### config.mk
export PLATFORM = sky130hd
export DESIGN_NAME = spi_slave
export DESIGN_NICKNAME = d
export VERILOG_FILES = /design/src/rtl/spi_pkg.sv /design/src/rtl/spi_sync_edge.sv /design/src/rtl/spi_slave.sv
export SDC_FILE = /design/constraint.sdc
export NUM_CORES = 1
export LEC_CHECK = 0
export ABC_AREA = 1
export CORE_MARGIN = 5
export CORE_UTILIZATION = 40
export DETAILED_ROUTE_END_ITERATION = 7
export PLACE_DENSITY_LB_ADDON = 0.15
export SLEW_MARGIN = 30
export SYNTH_ARGS = -nofsm -noshare
export SYNTH_HDL_FRONTEND = slang
export SYNTH_HIERARCHICAL = 1
export SYNTH_SLANG_ARGS = --single-unit
### constraint.sdc
create_clock -name clk -period 1.9 [get_ports clk]
set_input_delay 0.19 -clock clk [delete_from_list [all_inputs] [get_ports clk]]
set_output_delay 0.19 -clock clk [all_outputs]
set_load 0.005 [all_outputs]
### src/rtl/spi_pkg.sv
// Shared constants and types for the SPI responder.
package spi_pkg;

  localparam logic        SPI_CPOL      = 1'b1;
  localparam int unsigned BUS_WIDTH_DEF = 8;

  typedef enum logic {
    IDLE     = 1'b0,
    SELECTED = 1'b1
  } state_t;

endpackage

### src/rtl/spi_sync_edge.sv
// Multi-flop synchronizer for an asynchronous level, with registered edge pulses
// that line up with the registered level output.
module spi_sync_edge #(
  parameter int unsigned sync_stages = 2,
  parameter logic        rst_val     = 1'b0
) (
  input  logic clk,
  input  logic rst,
  input  logic d_i,
  output logic level_o,
  output logic rise_o,
  output logic fall_o
);

  logic [sync_stages-1:0] sync_q;
  logic                   level_q;
  logic                   rise_q;
  logic                   fall_q;

  // Edges are taken between the last synchronizer stage and the level register,
  // so the metastable first stage never feeds logic.
  always_ff @(posedge clk or posedge rst) begin
    if (rst) begin
      sync_q  <= {sync_stages{rst_val}};
      level_q <= rst_val;
      rise_q  <= 1'b0;
      fall_q  <= 1'b0;
    end else begin
      sync_q  <= {sync_q[sync_stages-2:0], d_i};
      level_q <= sync_q[sync_stages-1];
      rise_q  <= sync_q[sync_stages-1] & ~level_q;
      fall_q  <= ~sync_q[sync_stages-1] & level_q;
    end
  end

  assign level_o = level_q;
  assign rise_o  = rise_q;
  assign fall_o  = fall_q;

endmodule

### src/rtl/spi_slave.sv
// SPI responder, CPOL=1: MISO launched on falling SCLK, MOSI sampled on rising
// SCLK, MSB first. All SPI pins are oversampled by clk.
module spi_slave
  import spi_pkg::*;
#(
  parameter int unsigned          bus_width   = BUS_WIDTH_DEF,
  parameter int unsigned          sync_stages = 2,
  parameter logic [bus_width-1:0] idle_fill   = '0
) (
  input  logic                 clk,
  input  logic                 rst,
  input  logic                 i_SPI_Clk,
  input  logic                 i_SPI_MOSI,
  input  logic                 i_SPI_CS_n,
  output logic                 o_SPI_MISO,
  output logic                 o_SPI_MISO_en,
  input  logic [bus_width-1:0] i_TX_Byte,
  input  logic                 i_TX_DV,
  output logic                 o_TX_Ready,
  output logic [bus_width-1:0] o_RX_Byte,
  output logic                 o_RX_DV,
  output logic                 o_TX_Underrun,
  output logic                 o_Frame_Err
);

  localparam int unsigned CNT_W = $clog2(bus_width);

  logic sclk_rise, sclk_fall, sclk_lvl_unused;
  logic cs_n_lvl, cs_rise_unused, cs_fall_unused;
  logic mosi_lvl, mosi_rise_unused, mosi_fall_unused;

  spi_sync_edge #(.sync_stages(sync_stages), .rst_val(SPI_CPOL)) u_sync_sclk (
    .clk(clk), .rst(rst), .d_i(i_SPI_Clk),
    .level_o(sclk_lvl_unused), .rise_o(sclk_rise), .fall_o(sclk_fall)
  );

  spi_sync_edge #(.sync_stages(sync_stages), .rst_val(1'b1)) u_sync_cs (
    .clk(clk), .rst(rst), .d_i(i_SPI_CS_n),
    .level_o(cs_n_lvl), .rise_o(cs_rise_unused), .fall_o(cs_fall_unused)
  );

  spi_sync_edge #(.sync_stages(sync_stages), .rst_val(1'b0)) u_sync_mosi (
    .clk(clk), .rst(rst), .d_i(i_SPI_MOSI),
    .level_o(mosi_lvl), .rise_o(mosi_rise_unused), .fall_o(mosi_fall_unused)
  );

  state_t               state_q;
  logic [CNT_W-1:0]     bit_cnt_q;
  logic [bus_width-1:0] hold_q;
  logic                 tx_ready_q;
  // Shift registers omit the bit already on MISO / not yet received.
  logic [bus_width-2:0] tx_shift_q;
  logic [bus_width-2:0] rx_shift_q;
  logic [bus_width-1:0] rx_byte_q;
  logic                 miso_q, miso_en_q, rx_dv_q, underrun_q, frame_err_q;

  logic                 selected_c, exit_c, lead_c, trail_c, last_bit_c;
  logic [bus_width-1:0] rx_next_c;
  logic [CNT_W-1:0]     cnt_next_c;

  assign selected_c = (state_q == SELECTED);
  assign exit_c     = selected_c && cs_n_lvl;
  assign lead_c     = selected_c && !cs_n_lvl && sclk_fall;
  assign trail_c    = selected_c && sclk_rise;
  assign last_bit_c = (bit_cnt_q == CNT_W'(bus_width - 1));
  assign rx_next_c  = {rx_shift_q, mosi_lvl};
  assign cnt_next_c = !trail_c   ? bit_cnt_q :
                      last_bit_c ? '0 : bit_cnt_q + CNT_W'(1);

  always_ff @(posedge clk or posedge rst) begin
    if (rst) begin
      state_q     <= IDLE;
      bit_cnt_q   <= '0;
      hold_q      <= '0;
      tx_ready_q  <= 1'b1;
      tx_shift_q  <= '0;
      rx_shift_q  <= '0;
      rx_byte_q   <= '0;
      miso_q      <= 1'b0;
      miso_en_q   <= 1'b0;
      rx_dv_q     <= 1'b0;
      underrun_q  <= 1'b0;
      frame_err_q <= 1'b0;
    end else begin
      rx_dv_q     <= 1'b0;
      underrun_q  <= 1'b0;
      frame_err_q <= 1'b0;

      // Load and consume are exclusive: one needs the register empty, the other full.
      if (i_TX_DV && tx_ready_q) begin
        hold_q     <= i_TX_Byte;
        tx_ready_q <= 1'b0;
      end

      case (state_q)
        IDLE: begin
          bit_cnt_q <= '0;
          if (!cs_n_lvl) begin
            state_q   <= SELECTED;
            miso_en_q <= 1'b1;
          end
        end
        SELECTED: begin
          if (lead_c) begin
            if (bit_cnt_q != '0) begin
              tx_shift_q <= tx_shift_q << 1;
              miso_q     <= tx_shift_q[bus_width-2];
            end else if (!tx_ready_q) begin
              tx_shift_q <= hold_q[bus_width-2:0];
              miso_q     <= hold_q[bus_width-1];
              tx_ready_q <= 1'b1;
            end else begin
              tx_shift_q <= idle_fill[bus_width-2:0];
              miso_q     <= idle_fill[bus_width-1];
              underrun_q <= 1'b1;
            end
          end

          if (trail_c) begin
            rx_shift_q <= rx_next_c[bus_width-2:0];
            if (last_bit_c) begin
              rx_byte_q <= rx_next_c;
              rx_dv_q   <= 1'b1;
            end
          end
          bit_cnt_q <= cnt_next_c;

          // A deselect that lands on the final trailing edge still completes the word.
          if (exit_c) begin
            state_q   <= IDLE;
            miso_en_q <= 1'b0;
            if (cnt_next_c != '0) begin
              frame_err_q <= 1'b1;
              rx_shift_q  <= '0;
              tx_shift_q  <= '0;
              bit_cnt_q   <= '0;
            end
          end
        end
        default: state_q <= IDLE;
      endcase
    end
  end

  assign o_SPI_MISO    = miso_q;
  assign o_SPI_MISO_en = miso_en_q;
  assign o_TX_Ready    = tx_ready_q;
  assign o_RX_Byte     = rx_byte_q;
  assign o_RX_DV       = rx_dv_q;
  assign o_TX_Underrun = underrun_q;
  assign o_Frame_Err   = frame_err_q;

endmodule
Yosys cells after proc, flatten, opt, wreduce, memory -nomap -nowiden --
Cells that the tools add are included.
Storage, ports and cells: output and inout port bits 14, input bits 14, latch bits 0, logic and storage cells 76, memories kept 0, register bits after elaboration 51, memory bits (read-only) 0, memory bits (writable) 0
Operators by class: mux-type cells 36, $lt $le $gt $ge 0, bitwise gates (word level) 5, eq/ne operators 3, div/mod/pow operators 0, shift operators 0, add/sub/neg operators 1, multipliers 0, reductions and logical operators 11
Operators by type and width (count):
- 7-bit 2-to-1 mux | 8
- 1-bit 2-to-1 mux | 21
- 3-bit 2-to-1 mux | 4
- 3-bit one-hot mux with 2 select lines | 1
- 3-bit nonzero test | 2
- 1-bit logical AND | 5
- 1-bit one-hot mux with 2 select lines | 2
- 2-bit AND reduction | 2
- 3-bit by 1-bit adder with 3-bit output, second input constant | 1
- 3-bit equality test, second input constant | 1
- 1-bit inverter | 3
- 3-bit AND reduction | 1
- 1-bit AND | 2
- 2-bit by 1-bit != test with 1-bit output, second input constant | 1
- 2-bit != test, second input constant | 1
- 1-bit logical NOT | 1

Logic depth before layout (Yosys ltp) --
depth after elaboration 7, depth in mapped cells 10, depth with buffers taken out 10

Hierarchy --
The synthesis kept the hierarchy.
Modules (own cells, without submodules):
- spi_slave | times used 1, area each 1880.6 µm², cells each 228, seq. area each 1002.2 µm²
- spi_sync_edge (u_sync_cs ...) | times used 2, area each 147.6 µm², cells each 10, seq. area each 128.9 µm²
- spi_sync_edge (u_sync_mosi) | times used 1, area each 143.9 µm², cells each 10, seq. area each 125.1 µm²

Worst setup path before layout --
OpenSTA, ideal clock, no wires.
path type flip-flop to flip-flop, start reg u_sync_cs.level_q (netlist: u_sync_cs/level_o), end reg tx_shift_q[0], arrival 1.305 ns, clock period less this slack 1.432 ns, data required time 1.773 ns, path slack 0.468 ns, stages on the path, launching flop included 8, path buffers 0, cell sequence dfstp_2 -> inv_1 -> ha_1 -> nand3_2 -> inv_1 -> or2_2 -> nand2_1 -> a21oi_1
Between the ends: word-level cells in the longest chain between the ends 6
Ends and longest elaborated chain:
- start, declared | line spi_sync_edge.sv:16 | logic level_q;
- start signal, assigned | line spi_sync_edge.sv:25 | level_q <= rst_val;
- start signal, assigned | line spi_sync_edge.sv:30 | level_q <= sync_q[sync_stages-1];
- 1-bit logical NOT
- 1-bit logical AND (2 in a row) | line spi_slave.sv:63 | assign lead_c = selected_c && !cs_n_lvl && sclk_fall;
- 7-bit 2-to-1 mux | line spi_slave.sv:104 | if (lead_c) begin
- 7-bit 2-to-1 mux | line spi_slave.sv:132 | if (cnt_next_c != '0) begin
- 7-bit 2-to-1 mux * | line spi_slave.sv:129 | if (exit_c) begin
- end signal, assigned | line spi_slave.sv:106 | tx_shift_q <= tx_shift_q << 1;
- end signal, assigned | line spi_slave.sv:109 | tx_shift_q <= hold_q[bus_width-2:0];
- end signal, assigned | line spi_slave.sv:113 | tx_shift_q <= idle_fill[bus_width-2:0];
- end, declared | line spi_slave.sv:52 | logic [bus_width-2:0] tx_shift_q;
Mark *: on every way between the ends. The rest lies on a longest branch, timed or not. A chain may end at the register's enable or synchronous reset.

Final worst setup path --
Same ends and word-level chain as after synthesis.

==> out/metrics.csv <==
stage,metric,value,unit
route,drt_iter0_drc,47,
floorplan,die-area,0.007053,mm²
setup_path,crit_chain,"inv_1, ha_1, nand3_2, inv_1, or2_2, nand2_1, a21oi_1",
power_and_ir_drop,pwr-share-clk,0.215,
layout,drive_gt1_frac,0.1103,
sta,rsz0062_at_grt,false,
clocking,cts_tree,built,
layout,seqCellArea,0.001285,mm²
sta,finalSetupViolCount,0,
job,timing.max_cap.violations,0,
layout,final_cell_mix,"nand2_1, dfrtp_1, inv_1",
layout,syn2layout_area_growth,20.63,%
global_route,antenna_found_initial,0,
layout,fill_cells,551,
synth,synth_nets,266,
clocking,post_cts_buffers,0,
power_and_ir_drop,peakVddDrop,574.4,µV
setup_path,cpMaxStageDelayCell,dfstp_2,
clocking,hold_buffers,0,
route,totalWireLength,3529,µm
sta,clock.fmax,605.8,MHz
setup_path,rrSetupSlack,0.25,ns
route,firstDrtPassIters,4,
layout,final_common_cell,nand2_1,
floorplan,die-width,83.99,µm
power_and_ir_drop,seqPwrFrac,0.545,
setup_path,worstReg2RegEnd,tx_shift_q[0]$_DFFE_PP0P_,
synth,syn_inst,246,
floorplan,initial_utilization,0.4051,
clocking,cts_buffers,5,
global_route,grt_pass1_wl,6396,µm
layout,multiInputGateArea,721.9,µm²
setup_path,cp_slowest_stage_delay,0.54,ns
route,routedWlPerCell,9.997,µm
setup_path,reg2regPathDepth,7,
route,ant_nets,0,
setup_path,crit_type,reg2reg,
sta,min_period_over_period,0.8687,
sta,slew_viol_final,0,
route,drc,0,
global_route,grt_pass1_vias,1451,
layout,fin_util,0.4887,
setup_path,crit_top_cell,inv_1,
power_and_ir_drop,powerDensity,1023,mW/mm²
floorplan,rows,27,
sta,fin_setup_tns,0,ns
power_and_ir_drop,internal_power,1.900,mW
setup_path,startpoint_type,flip-flop,
floorplan,core-area,0.005405,mm²
layout,n_antenna_cell,0,
global_route,grt_max_degree,24,
sta,tightest_slew,0.4873,ns
clocking,clock_latency,0.30,ns
route,routed-via-count,1492,
synth,yosys_warnings,6,
synth,synth_area,0.002190,mm²
global_route,grtUsageTotal,0.1109,
global_route,overflow,0,
route,via_per_inst,4.227,
placement,io_buffer_count,27,
synth,avgSynthCellArea,8.901,µm²
setup_path,r2r_start,u_sync_cs/level_o$_DFF_PP1_,
placement,dp_hpwl,2631,µm
clocking,clk_pin_slew,0.08,ns
setup_path,cp-end-kind,flip-flop,
outcome,status,"complete, no violations",
clocking,cts_max_level,2,
sta,fin_skew,0.004930,ns
hold_path,holdCritPathClass,in2async,
sta,period_minus_slack,1.651,ns
clocking,cts_sinks,51,
floorplan,die_h,83.99,µm
power_and_ir_drop,switchingPower,800.9,µW
power_and_ir_drop,comb_power_share,0.240,
setup_path,required,2.08,ns
clocking,root_buffer,clkbuf_8,
floorplan,io_pins,28,
setup_path,worstPathMaxFanout,13,
placement,gp_congestion,0.8154,
sta,slew_headroom,0.6748,
clocking,cts_resized,0,
sta,finalHoldViolations,0,
clocking,cts_buffer_depth,2,
power_and_ir_drop,p_leak,1.409,nW
power_and_ir_drop,swShare,0.2965,
setup_path,worstPathArrival,1.83,ns
layout,nets,300,
==> per-layer routing <==
metal | up-vias | part of all wire | track usage
met3 | 4 | 0.054 | 0.02863
li1 | 802 | - | -
met2 | 29 | 0.46 | 0.1880
met5 | - | 0 | 0
met1 | 657 | 0.47 | 0.1332
met4 | 0 | 0.016 | 0.04678
==> per-stage QoR <==
stage | hold slack, ns | power (mW) | setup slack [ns] | area (µm²) | cells
after floorplan | -0.05636 | 1.941 | 0.4942 | 2190 | 246
after global placement | 0.3334 | 2.146 | 0.2887 | 2560 | 345
after detailed placement | 0.3372 | 2.150 | 0.2403 | 2560 | 345
after CTS | 0.1621 | 2.747 | 0.2309 | 2641 | 353
after global routing | 0.2183 | 2.923 | 0.03096 | 2641 | 353
final | 0.1660 | 2.701 | 0.2494 | 2641 | 353
==> worst max-delay path, delay by kind of cell, from the launching register on <==
family                   cells  cell delay [ns]
AND/OR/NAND/NOR              3             0.56
flip-flops                   1             0.54
adder cells (fa/ha/maj)      1             0.22
buffers and inverters        2             0.19
AO/OA/AOI/OAI                1             0.03
==> power by group through the flow <==
stage	Sequential [mW]	Clock, mW	Combinational (mW)
4_1_cts	1.48	0.609	0.663
3_3_place_gp	1.49	0	0.653
2_1_floorplan	1.46	0	0.479
3_5_place_dp	1.49	0	0.658
5_1_grt	1.51	0.642	0.774
6_report	1.47	0.581	0.648
==> worst max-delay path by stage <==
stage | startpoint | endpoint | slack (ns) | depth (start not counted)
3_3_place_gp | u_sync_cs/level_o$_DFF_PP1_ | tx_shift_q[0]$_DFFE_PP0P_ | 0.29 | 7
3_5_place_dp | u_sync_cs/level_o$_DFF_PP1_ | tx_shift_q[0]$_DFFE_PP0P_ | 0.24 | 7
6_report | u_sync_cs/level_o$_DFF_PP1_ | tx_shift_q[0]$_DFFE_PP0P_ | 0.25 | 7
2_1_floorplan | u_sync_cs/level_o$_DFF_PP1_ | tx_shift_q[0]$_DFFE_PP0P_ | 0.49 | 7
5_1_grt | selected_c$_DFF_PP0_ | tx_shift_q[3]$_DFFE_PP0P_ | 0.03 | 7
4_1_cts | u_sync_cs/level_o$_DFF_PP1_ | tx_shift_q[0]$_DFFE_PP0P_ | 0.23 | 7
==> state kept, by name, summed over array words and instances (netlist names), 2 cells and up <==
name,flops
o_RX_Byte,8
rx_shift_q,7
tx_shift_q,7
u_sync_mosi/sync_q,2
u_sync_sclk/sync_q,2
hold_q,8
bit_cnt_q,3
u_sync_cs/sync_q,2
==> cell type report <==
class	instances	share of cell area
timing repair buffer	31	0.1184
sequential	51	0.4865
clock buffer	7	0.02890
tap	72	0.03411
inverter	40	0.05685
clock inverter	1	0.001895
multi-input combinational	151	0.2733
No activity file was read; power rests on OpenSTA's default activity.
